`config.mk`:
```
export PLATFORM = sky130hd
export DESIGN_NAME = mips_mem_ctrl
export DESIGN_NICKNAME = d
export VERILOG_FILES = /design/src/rtl/mips_pkg.sv /design/src/rtl/mips_addr_decode.sv /design/src/rtl/mips_mem_ctrl.sv
export SDC_FILE = /design/constraint.sdc
export NUM_CORES = 1
export LEC_CHECK = 0
export ABC_AREA = 1
export CORE_MARGIN = 1
export CORE_UTILIZATION = 35
export DETAILED_ROUTE_END_ITERATION = 16
export PLACE_DENSITY_LB_ADDON = 0.2
export SLEW_MARGIN = 10
export SYNTH_ARGS = -nofsm -noshare
export SYNTH_HDL_FRONTEND = slang
export SYNTH_SLANG_ARGS = --single-unit
```
`constraint.sdc`:
```
create_clock -name clk -period 1.6 [get_ports clk]
set_input_delay 0.32 -clock clk [delete_from_list [all_inputs] [get_ports clk]]
set_output_delay 0.32 -clock clk [all_outputs]
set_load 0.03 [all_outputs]
```
`src/rtl/mips_pkg.sv`:
```
// Shared address map, FSM state and region encodings for the MIPS memory subsystem.
package mips_pkg;

    localparam logic [31:0] TEXT_BASE_DEF = 32'h0040_0000;
    localparam logic [31:0] DATA_BASE_DEF = 32'h1001_0000;
    localparam logic [31:0] GPIO_ADDR     = 32'hFFFF_0000;

    typedef enum logic [1:0] {IDLE, ACCESS, RESP} mem_state_t;

    typedef enum logic [1:0] {REG_ROM, REG_RAM, REG_GPIO, REG_NONE} region_t;

endpackage

```
`src/rtl/mips_addr_decode.sv`:
```
// Combinational address decode: region select, word index and error flag.
// The GPIO register exists only when MIPS_MEM_CTRL_GPIO_EN is defined.
module mips_addr_decode
    import mips_pkg::*;
#(
    parameter int                    ADDR_WIDTH = 32,
    parameter logic [ADDR_WIDTH-1:0] TEXT_BASE  = ADDR_WIDTH'(TEXT_BASE_DEF),
    parameter logic [ADDR_WIDTH-1:0] DATA_BASE  = ADDR_WIDTH'(DATA_BASE_DEF),
    parameter int                    ROM_DEPTH  = 64,
    parameter int                    RAM_DEPTH  = 64,
    parameter int                    IDX_W      = 6
) (
    input  logic [ADDR_WIDTH-1:0] addr,
    input  logic                  we,
    output region_t               region,
    output logic [IDX_W-1:0]      word_idx,
    output logic                  err
);

    localparam logic [ADDR_WIDTH-1:0] ROM_BYTES = ADDR_WIDTH'(4 * ROM_DEPTH);
    localparam logic [ADDR_WIDTH-1:0] RAM_BYTES = ADDR_WIDTH'(4 * RAM_DEPTH);

    logic [ADDR_WIDTH-1:0] rom_off;
    logic [ADDR_WIDTH-1:0] ram_off;

    // base <= addr < base+size collapses to one unsigned compare on the wrapped offset
    always_comb begin
        rom_off  = addr - TEXT_BASE;
        ram_off  = addr - DATA_BASE;
        region   = REG_NONE;
        word_idx = '0;
        if (rom_off < ROM_BYTES) begin
            region   = REG_ROM;
            word_idx = rom_off[IDX_W+1:2];
        end else if (ram_off < RAM_BYTES) begin
            region   = REG_RAM;
            word_idx = ram_off[IDX_W+1:2];
        end
`ifdef MIPS_MEM_CTRL_GPIO_EN
        else if (addr == ADDR_WIDTH'(GPIO_ADDR)) begin
            region = REG_GPIO;
        end
`endif
        err = (addr[1:0] != 2'b00) || (region == REG_NONE) || (region == REG_ROM && we);
    end

endmodule

```
`src/rtl/mips_mem_ctrl.sv`:
```
// Memory controller for the multicycle MIPS core: one request at a time, ROM/RAM
// decode, WAIT_CYCLES access cycles, one-cycle response. MIPS_MEM_CTRL_GPIO_EN adds gpio_out.
module mips_mem_ctrl
    import mips_pkg::*;
#(
    parameter int                    DATA_WIDTH  = 32,
    parameter int                    ADDR_WIDTH  = 32,
    parameter logic [ADDR_WIDTH-1:0] TEXT_BASE   = ADDR_WIDTH'(TEXT_BASE_DEF),
    parameter logic [ADDR_WIDTH-1:0] DATA_BASE   = ADDR_WIDTH'(DATA_BASE_DEF),
    parameter int                    ROM_DEPTH   = 64,
    parameter int                    RAM_DEPTH   = 64,
    parameter int                    WAIT_CYCLES = 1
) (
    input  logic                         clk,
    input  logic                         reset,
    input  logic                         req_valid,
    input  logic                         req_we,
    input  logic [ADDR_WIDTH-1:0]        req_addr,
    input  logic [DATA_WIDTH-1:0]        req_wdata,
    output logic                         req_ready,
    output logic                         rsp_valid,
    output logic [DATA_WIDTH-1:0]        rsp_rdata,
    output logic                         rsp_err,
`ifdef MIPS_MEM_CTRL_GPIO_EN
    output logic [DATA_WIDTH-1:0]        gpio_out,
`endif
    output logic [$clog2(ROM_DEPTH)-1:0] rom_addr,
    input  logic [DATA_WIDTH-1:0]        rom_rdata,
    output logic [$clog2(RAM_DEPTH)-1:0] ram_addr,
    output logic                         ram_we,
    output logic [DATA_WIDTH-1:0]        ram_wdata,
    input  logic [DATA_WIDTH-1:0]        ram_rdata
);

    localparam int ROM_AW = $clog2(ROM_DEPTH);
    localparam int RAM_AW = $clog2(RAM_DEPTH);
    localparam int IDX_W  = (ROM_AW > RAM_AW) ? ROM_AW : RAM_AW;
    localparam int CNT_W  = (WAIT_CYCLES > 1) ? $clog2(WAIT_CYCLES) : 1;
    localparam logic [CNT_W-1:0] CNT_INIT = CNT_W'(WAIT_CYCLES - 1);

    mem_state_t            state_q, state_d;
    logic [CNT_W-1:0]      cnt_q, cnt_d;
    logic                  we_q, we_d;
    region_t               region_q, region_d;
    logic [IDX_W-1:0]      idx_q, idx_d;
    logic [DATA_WIDTH-1:0] wdata_q, wdata_d;
    logic [DATA_WIDTH-1:0] rdata_q, rdata_d;
    logic                  err_q, err_d;
    logic [DATA_WIDTH-1:0] sel_rdata;

    region_t               dec_region;
    logic [IDX_W-1:0]      dec_idx;
    logic                  dec_err;

`ifdef MIPS_MEM_CTRL_GPIO_EN
    logic [DATA_WIDTH-1:0] gpio_q, gpio_d;
`endif

    mips_addr_decode #(
        .ADDR_WIDTH (ADDR_WIDTH),
        .TEXT_BASE  (TEXT_BASE),
        .DATA_BASE  (DATA_BASE),
        .ROM_DEPTH  (ROM_DEPTH),
        .RAM_DEPTH  (RAM_DEPTH),
        .IDX_W      (IDX_W)
    ) u_decode (
        .addr     (req_addr),
        .we       (req_we),
        .region   (dec_region),
        .word_idx (dec_idx),
        .err      (dec_err)
    );

    always_ff @(posedge clk) begin
        if (reset) begin
            state_q  <= IDLE;
            cnt_q    <= '0;
            we_q     <= 1'b0;
            region_q <= REG_NONE;
            idx_q    <= '0;
            wdata_q  <= '0;
            rdata_q  <= '0;
            err_q    <= 1'b0;
`ifdef MIPS_MEM_CTRL_GPIO_EN
            gpio_q   <= '0;
`endif
        end else begin
            state_q  <= state_d;
            cnt_q    <= cnt_d;
            we_q     <= we_d;
            region_q <= region_d;
            idx_q    <= idx_d;
            wdata_q  <= wdata_d;
            rdata_q  <= rdata_d;
            err_q    <= err_d;
`ifdef MIPS_MEM_CTRL_GPIO_EN
            gpio_q   <= gpio_d;
`endif
        end
    end

    always_comb begin
        state_d = state_q;
        case (state_q)
            IDLE:    if (req_valid) state_d = dec_err ? RESP : ACCESS;
            ACCESS:  if (cnt_q == '0) state_d = RESP;
            RESP:    state_d = IDLE;
            default: state_d = IDLE;
        endcase
    end

    always_comb begin
        case (region_q)
            REG_ROM:  sel_rdata = rom_rdata;
            REG_RAM:  sel_rdata = ram_rdata;
`ifdef MIPS_MEM_CTRL_GPIO_EN
            REG_GPIO: sel_rdata = gpio_q;
`endif
            default:  sel_rdata = '0;
        endcase
    end

    // Request latch, wait counter and response capture
    always_comb begin
        cnt_d    = cnt_q;
        we_d     = we_q;
        region_d = region_q;
        idx_d    = idx_q;
        wdata_d  = wdata_q;
        rdata_d  = rdata_q;
        err_d    = err_q;
        if (state_q == IDLE && req_valid) begin
            we_d     = req_we;
            region_d = dec_region;
            idx_d    = dec_idx;
            wdata_d  = req_wdata;
            cnt_d    = CNT_INIT;
            if (dec_err) begin
                rdata_d = '0;
                err_d   = 1'b1;
            end
        end else if (state_q == ACCESS) begin
            if (cnt_q == '0) begin
                rdata_d = we_q ? '0 : sel_rdata;
                err_d   = 1'b0;
            end else begin
                cnt_d = cnt_q - 1'b1;
            end
        end
    end

`ifdef MIPS_MEM_CTRL_GPIO_EN
    // The register takes the store data on the edge that leaves RESP
    always_comb begin
        gpio_d = gpio_q;
        if (state_q == RESP && region_q == REG_GPIO && we_q && !err_q) gpio_d = wdata_q;
    end
    assign gpio_out = gpio_q;
`endif

    always_comb begin
        req_ready = (state_q == IDLE);
        rsp_valid = (state_q == RESP);
        ram_we    = (state_q == ACCESS) && (cnt_q == CNT_INIT) && we_q && (region_q == REG_RAM);
        rom_addr  = idx_q[ROM_AW-1:0];
        ram_addr  = idx_q[RAM_AW-1:0];
        ram_wdata = wdata_q;
        rsp_rdata = rdata_q;
        rsp_err   = err_q;
    end

endmodule

```
Word level (Yosys, flattened, before mapping) --
Index checks and enable logic that the tools add are counted.
Storage, ports and cells: register bits after elaboration 77, input bits 132, output and inout bits 80, logic and storage cells 56
Operators by class: add/sub/neg operators 3, order comparisons 2, equal/unequal tests 8, multiplexer cells 19, bitwise gates (word level) 1, reductions and logical operators 15
Operator list (count):
- 32-bit 2-to-1 mux | 5
- 32-bit by 9-bit < comparator with 1-bit output (second input constant) | 2
- 32-bit case mux with 2 select lines | 1
- 32-bit by 23-bit subtractor with 32-bit output (second input constant) | 1
- 32-bit by 29-bit subtractor with 32-bit output (second input constant) | 1
- 6-bit 2-to-1 mux | 2
- 2-bit 2-to-1 mux | 5
- 2-bit zero test | 3
- 2-bit inequality test (second input constant) | 3
- 1-bit logical AND | 5
- 1-bit 2-to-1 mux | 5
- 2-bit by 1-bit equality test with 1-bit output (second input constant) | 2
- 2-bit equality test (second input constant) | 2
- 2-bit case mux with 2 select lines | 1
- 2-bit nonzero test | 2
- 3-bit AND reduction | 1
- 1-bit logical OR | 2
- 2-bit by 1-bit inequality test with 1-bit output (second input constant) | 1
- 2-bit AND reduction | 1
- 2-bit OR reduction | 1
- 1-bit inverter | 1
- 1-bit subtractor (second input constant) | 1

Logic depth before layout (Yosys ltp) --
word-level depth 10, mapped depth 17, gate-level depth less buffers 15

Modules after synthesis --
Synthesis repeated with hierarchy kept, for this count alone.
Unflattened totals: cells, all modules 541, area, all modules 3598.5 µm²
By module, submodules not included:
- mips_mem_ctrl | instances 1, cells an instance 451, area each 3203.1 µm², seq. area each 1521.5 µm²
- mips_addr_decode | instances 1, cells an instance 90, area each 395.4 µm², seq. area each 0.0 µm²

Worst setup path after synthesis --
OpenSTA, ideal clock, no wires.
path type register to output, from reg region_q[0], to out ram_we, data arrival time 1.630 ns, data required time 1.280 ns, path slack -0.350 ns, cell stages (with the launch flop) 5, path buffers 2, cells stage by stage dfxtp_1 > clkbuf_1 > clkbuf_1 > nand2_1 > nor3b_1
On the way: cells in the longest elaborated chain, start to end 2
RTL lines:
- start, declared | RTL line mips_mem_ctrl.sv:44 | region_t region_q, region_d;
- start signal, assigned | RTL line mips_mem_ctrl.sv:91 | region_q <= region_d;
- 2-bit by 1-bit equality test with 1-bit output | RTL line mips_mem_ctrl.sv:164 | ram_we = (state_q == ACCESS) && (cnt_q == CNT_INIT) && we_q && (region_q == REG_RAM);
- 1-bit logical AND | RTL line mips_mem_ctrl.sv:164
- end, declared | RTL line mips_mem_ctrl.sv:30 | output logic ram_we,
Every way passes these cells.

Worst setup path in the final report --
from in req_addr[26], to reg rdata_q[5] (netlist: rsp_rdata[5])
On the way: cells in the longest elaborated chain, start to end 9, elaborated cells between the ends (all ways) 13, those cells by class add/sub (2); order compare (2); eq/ne (2); mux (2); reduce/logical (5)
RTL lines:
- start, declared | RTL line mips_mem_ctrl.sv:18 | input logic [ADDR_WIDTH-1:0] req_addr,
- 32-bit by 29-bit subtractor with 32-bit output | RTL line mips_addr_decode.sv:29 | ram_off = addr - DATA_BASE;
- 32-bit by 9-bit < comparator with 1-bit output | RTL line mips_addr_decode.sv:35 | end else if (ram_off < RAM_BYTES) begin
- 2-bit 2-to-1 mux | RTL line mips_addr_decode.sv:35
- 2-bit 2-to-1 mux * | RTL line mips_addr_decode.sv:32 | if (rom_off < ROM_BYTES) begin
- 2-bit equality test or 2-bit zero test (tied branches) | RTL line mips_addr_decode.sv:44 | err = (addr[1:0] != 2'b00) || (region == REG_NONE) || (region == REG_ROM && we);
- 1-bit logical OR or 1-bit logical AND (tied branches) | RTL line mips_addr_decode.sv:44
- 1-bit logical OR * | RTL line mips_addr_decode.sv:44
- 2-bit inequality test (no source line) *
- 3-bit AND reduction (no source line) *
- end signal, assigned | RTL line mips_mem_ctrl.sv:94 | rdata_q <= rdata_d;
- end, declared | RTL line mips_mem_ctrl.sv:47 | logic [DATA_WIDTH-1:0] rdata_q, rdata_d;
Every way passes the cells marked *; elsewhere a longest branch is shown, timed or not. A chain may end at the register's enable or synchronous reset.

==> reports/qor.txt <==
WS Path Type: in2reg
Final WL: 13260 um
Ports: 212
Iter 0 DRT Violations: 179
Reg2Reg Setup Slack: 0 ps
First-pass GRT wire length: 20750 um
Final instance area: 6969 sq um
Post-DP HPWL: 8734 um
F_max: 589.3 MHz
Switching portion of total power: 31.21%
CTS sink cnt: 76
Hold Vio Cnt, Final: 0
CP max FO: 5
Area contributors post-synth: dfxtp_1, nor2_1, nand3_1, nand2_1, a21oi_1
Worst reg2reg path depth: 10
CTS tree: yes
P_int: 3461 uW
Min-Delay Path Depth: 2
Vias: 4594
Worst Hold Endpoint: ram_wdata[17]
# port buffers: 211
Pre-CTS setup slack: -630.6 ps
Crit-path cells: buf_2, nor2_4, nand3_4, nand2_4, nand2_2, nor2_2, nor2_2, nand2_2, nand2_4, nand2_4, nand2_8, buf_12, buf_12, buf_16, a21oi_4, nor2_1
#FFs+latches synth: 76
Slack of the critical path: -96.99 ps
CP Buf/Inv Count: 4
H-tree depth: 3
VDD IR max: 0.4815 mV
Outcome: complete, but fails checks
Clk root buf: clkbuf_8
Overall Power: 5032 uW
Drt first pass iters: 4
CP Capture Type: register
Ys Warns: 0
Failing checks: setup timing
Routability cong.: 0.8345
# DRC: 0
WP data required: 1850 ps
Cts hold-fix bufs: 0
Syn avg cell area: 6.600 sq um
Sequential share of power: 41.2%
Syn Nets: 714
Synth area leader: dfxtp_1
Final setup vio count: 33
Final setup TNS: -2024 ps
Sw Pwr: 1570 uW
Die height: 106.8 um
Final Max Tran Viols: 0
Element type at the critical path start: input pin
CP peak stage delay: 150 ps
Cell mode on critical path: nand2_4
Post-DP Area: 6188 sq um
Synthesis-to-layout area growth: 81.43%
Die Width: 106.8 um
Antenna violations before repair: 0
Hold_sp: ram_wdata[17]
Crit path max-delay cell type: nor2_2
Layout cell share with drive strength beyond 1: 22.08%
Unique masters post-synth: 27
Finished Core Util: 66.61%
Hold Crit Class: reg2reg
Nets@finish: 933
Logic pwr share: 28.8%
ANT nets after route: 0
Post-route clock skew: 8.106 ps
Minimum clock period: 1697 ps
CP top delay family: simple AND/OR/NAND/NOR gates
Syn Std Cell Area: 3841 sq um
Clock Power Share: 30.0%
Cell row count: 37
Top-area cell type share of the netlist area: 39.61%
Via density: 4.872
Clock Latency Late Sink: 350 ps
Max Root-Sink Buffers: 2
Gr usage total: 22.51%
Unrepaired setup endpoints after global routing: yes
CP arrival: 1940 ps
Reg2reg start: state_q[0]
GRT overflow: 0
Synthesized instance count: 582
Static leakage: 0.003109 uW
Starting Density: 36.71%
Reg2Reg Capture Point: rsp_rdata[5]
Number of buffers created by CTS: 9
Final worst-path cycle share: 106.1%
Filler instances: 885
Largest net degree at the start of global routing: 67
Reg clk slew, reported paths: 90 ps
Pwr/cell area: 722.0 nW/um^2
Max_slew headroom: 69.98%
Worst-Margin Slew: 450.2 ps
Die area: 11400 sq um
Vias in the first global route: 4522
Core area: 10460 sq um
Max-cap violations: 0
Wire length per cell: 14.06 um
Sequential share of the synthesized area: 39.61%
## layer usage
metal	vias up	track usage (%)	routed length, um
met2	165	39.31	6590
met3	22	5.775	996
met5	-	0	0
met1	2103	26.52	5430
met4	0	8.023	243
li1	2304	-	-
## sequential cells by signal, indices dropped and copies added (netlist names)
register / flops
ram_wdata: 32
rsp_rdata: 32
ram_addr: 6
region_q: 2
state_q: 2
rsp_err: 1
we_q: 1
## how the worst max path moves through the flow
stage	from	end	slack [ps]	depth (start not counted)
final	req_addr[26]	rsp_rdata[5]	-100	16
after global routing	req_addr[22]	rsp_rdata[5]	-180	16
after CTS	req_addr[24]	rsp_rdata[6]	-5	16
after detailed placement	req_addr[16]	rsp_rdata[11]	-630	17
after global placement	req_addr[16]	rsp_rdata[17]	-600	17
after floorplan	req_addr[22]	rsp_rdata[14]	-30	14
## timing repair
| item | CTS | global route |
|---|---|---|
| buffers inserted | 13 | 1 |
| resized for setup | 198 | 63 |
| pin swaps | 42 | 33 |
| gates cloned | 8 | 0 |
| endpoints found under the setup margin | 120 | 36 |
## logic make-up after synthesis
group	count (synthesis)	synth area share (%)
AO/OA/AOI/OAI	109	15.28
flip-flops	76	39.61
AND/OR/NAND/NOR	305	33.88
buffers and inverters	92	11.24
## layout by cell type (no fill, tap or decap), drive strengths merged
master,netlist,final
diode,0,1
inv,43,43
nand3b,2,2
o21ai,35,35
nor3,1,1
nor2,128,128
clkbuf,30,9
dfxtp,76,76
clkdlybuf4s50,0,107
clkinvlp,0,1
a21oi,73,73
clkinv,0,5
dlygate4sd2,0,78
nand4,1,1
bufinv,0,1
clkdlybuf4s15,0,1
nand2,97,97
nor3b,1,1
nand3,75,75
o31a,1,1
buf,19,71
## synthesized netlist by cell type (all sizes together)
master and count:
nor2 128, nand2 97, dfxtp 76, nand3 75, a21oi 73, inv 43
o21ai 35, clkbuf 30, buf 19, nand3b 2, nand4 1, nor3 1
nor3b 1, o31a 1
## worst min-delay path, delay by kind of cell, from the launching register on
family / cells / cell delay, ps
flops: 1 / 330
simple gates: 2 / 120
## power groups by stage
stage               clock network [uW]  logic (uW)  registers [uW]
global placement                     0        1290            2110
floorplan                            0         393            2340
global route                      1600        1560            2090
finish                            1510        1450            2070
detailed placement                   0        1310            2120
CTS                               1530        1380            2070
## area by class of cell
class / instances / area, sq um / area share [%]
Clock buffer: 9 / 123.9 / 1.777
Sequential cell: 76 / 1524 / 21.87
Clock inverter: 7 / 77.57 / 1.113
Tap cell: 136 / 170.2 / 2.442
Multi-Input combinational cell: 414 / 2268 / 32.55
Inverter: 43 / 161.4 / 2.316
Timing Repair Buffer: 257 / 2641 / 37.90
Antenna cell: 1 / 2.502 / 0.03591
## metrics by stage
stage	hold WS (ps)	std cells
after floorplan	475.5	582
final	481.3	943
after CTS	479.8	941
after global routing	506.3	942
after global placement	455.8	904
after detailed placement	468.0	904
Power figures use the tool's default switching activity.
==> patch: new RTL, config.mk and constraints unchanged <==
Re-encode `region_t` (4 values) as one-hot, 4 bits wide.
--- a/src/rtl/mips_pkg.sv
+++ b/src/rtl/mips_pkg.sv
@@ -7,7 +7,7 @@
 
     typedef enum logic [1:0] {IDLE, ACCESS, RESP} mem_state_t;
 
-    typedef enum logic [1:0] {REG_ROM, REG_RAM, REG_GPIO, REG_NONE} region_t;
+    typedef enum logic [3:0] {REG_ROM = 4'b0001, REG_RAM = 4'b0010, REG_GPIO = 4'b0100, REG_NONE = 4'b1000} region_t;
 
 endpackage
 
Behaviour: same outputs for any inputs over 10 cycles, from zero or initial values and one cycle with reset high; not proved beyond that.
==> patch against the original RTL <==
The flow still finishes with violations (negative setup slack). Synthesized cell count up 2.1%. Clock skew grew 0.0030 ns. Power is 2.0% lower. First-iteration DRC count rose by 51%. Sequential share of layout area up 0.72 points. Largest power group unchanged. Setup slack lost 0.029 ns. Global-route usage up 0.37 points. Sequential cell count is 1 higher. Cell area down 1.9%. Routed wire length rose by 1.3%. Synthesized area rose by 0.26%. Core utilization shrank 1.6 points.
==> patch: results <==
export IMPL_grt_pass1_wl_um=20800
export IMPL_dp_cells=916
export IMPL_p_clk_share_pct=27.6
export IMPL_netlist_top_cells_count="152 x nor2_1, 94 x nand2_1, 77 x dfxtp_1"
export IMPL_vdd_drop_max_v=0.000501
export IMPL_setup_viol=23
export IMPL_nets=941
export IMPL_rr_worst_depth=9
export IMPL_power_switching_mw=1.62
export IMPL_synth_compound_area_share_pct=10.4
export IMPL_hold_start="ram_wdata[30]"
export IMPL_endpoint="rsp_rdata[6]"
export IMPL_r2r_slack_ns=-0.05
export IMPL_avgSynthCellArea_um2=6.48
export IMPL_cp_max_fo=6
export IMPL_vias=4630
export IMPL_synth_top_cells_by_area="dfxtp_1 40%, nor2_1 15%, nand2_1 9.2%"
export IMPL_violations="negative setup slack"
export IMPL_status="finished with violations"
export IMPL_synth_xor_area_share_pct=0.227
export IMPL_setup_ws_ns=-0.126
export IMPL_p_total_mw=4.93
export IMPL_tightest_slew_ns=0.392
export IMPL_synth_fp_nets=726
export IMPL_wl_per_cell_um=14.1
export IMPL_worst_path_stages=17
export IMPL_cp_arrival_ns=1.97
export IMPL_drive_above_1_share_pct=20.6
patch: cell types whose count changed after synthesis, moves of 3 or more:
cell      before  now
a21oi_1       63   41
a21oi_2       10    0
buf_1          4    0
buf_2          4    1
buf_6          2    6
clkbuf_1      30   36
inv_1         41   51
nand3_1       74   42
nand4_1        1   34
nor2_1       124  152
nor2_2         2    6
patch: cell type report:
type	count	area (µm²)
Tap cell	136	170
Clock buffer	9	124
Timing Repair Buffer	253	2580
Fill cell	972	3670
Sequential cell	77	1540
Clock inverter	7	57.6
Multi-Input combinational cell	415	2160
Inverter	53	201
patch: layer usage:
metal | track usage (%) | routed length (µm) | up-vias
met2 | 42.6 | 6820 | 164
met1 | 25.2 | 5360 | 2123
met5 | 0 | 0 | -
li1 | - | - | 2332
met3 | 6.50 | 1130 | 11
met4 | 5.97 | 126 | 0
patch: repair_timing:
action / CTS / global route
gates cloned: 7 / 1
pin swaps: 33 / 41
endpoints found under the setup margin: 112 / 37
gates resized for setup: 208 / 69
buffers inserted: 11 / 3
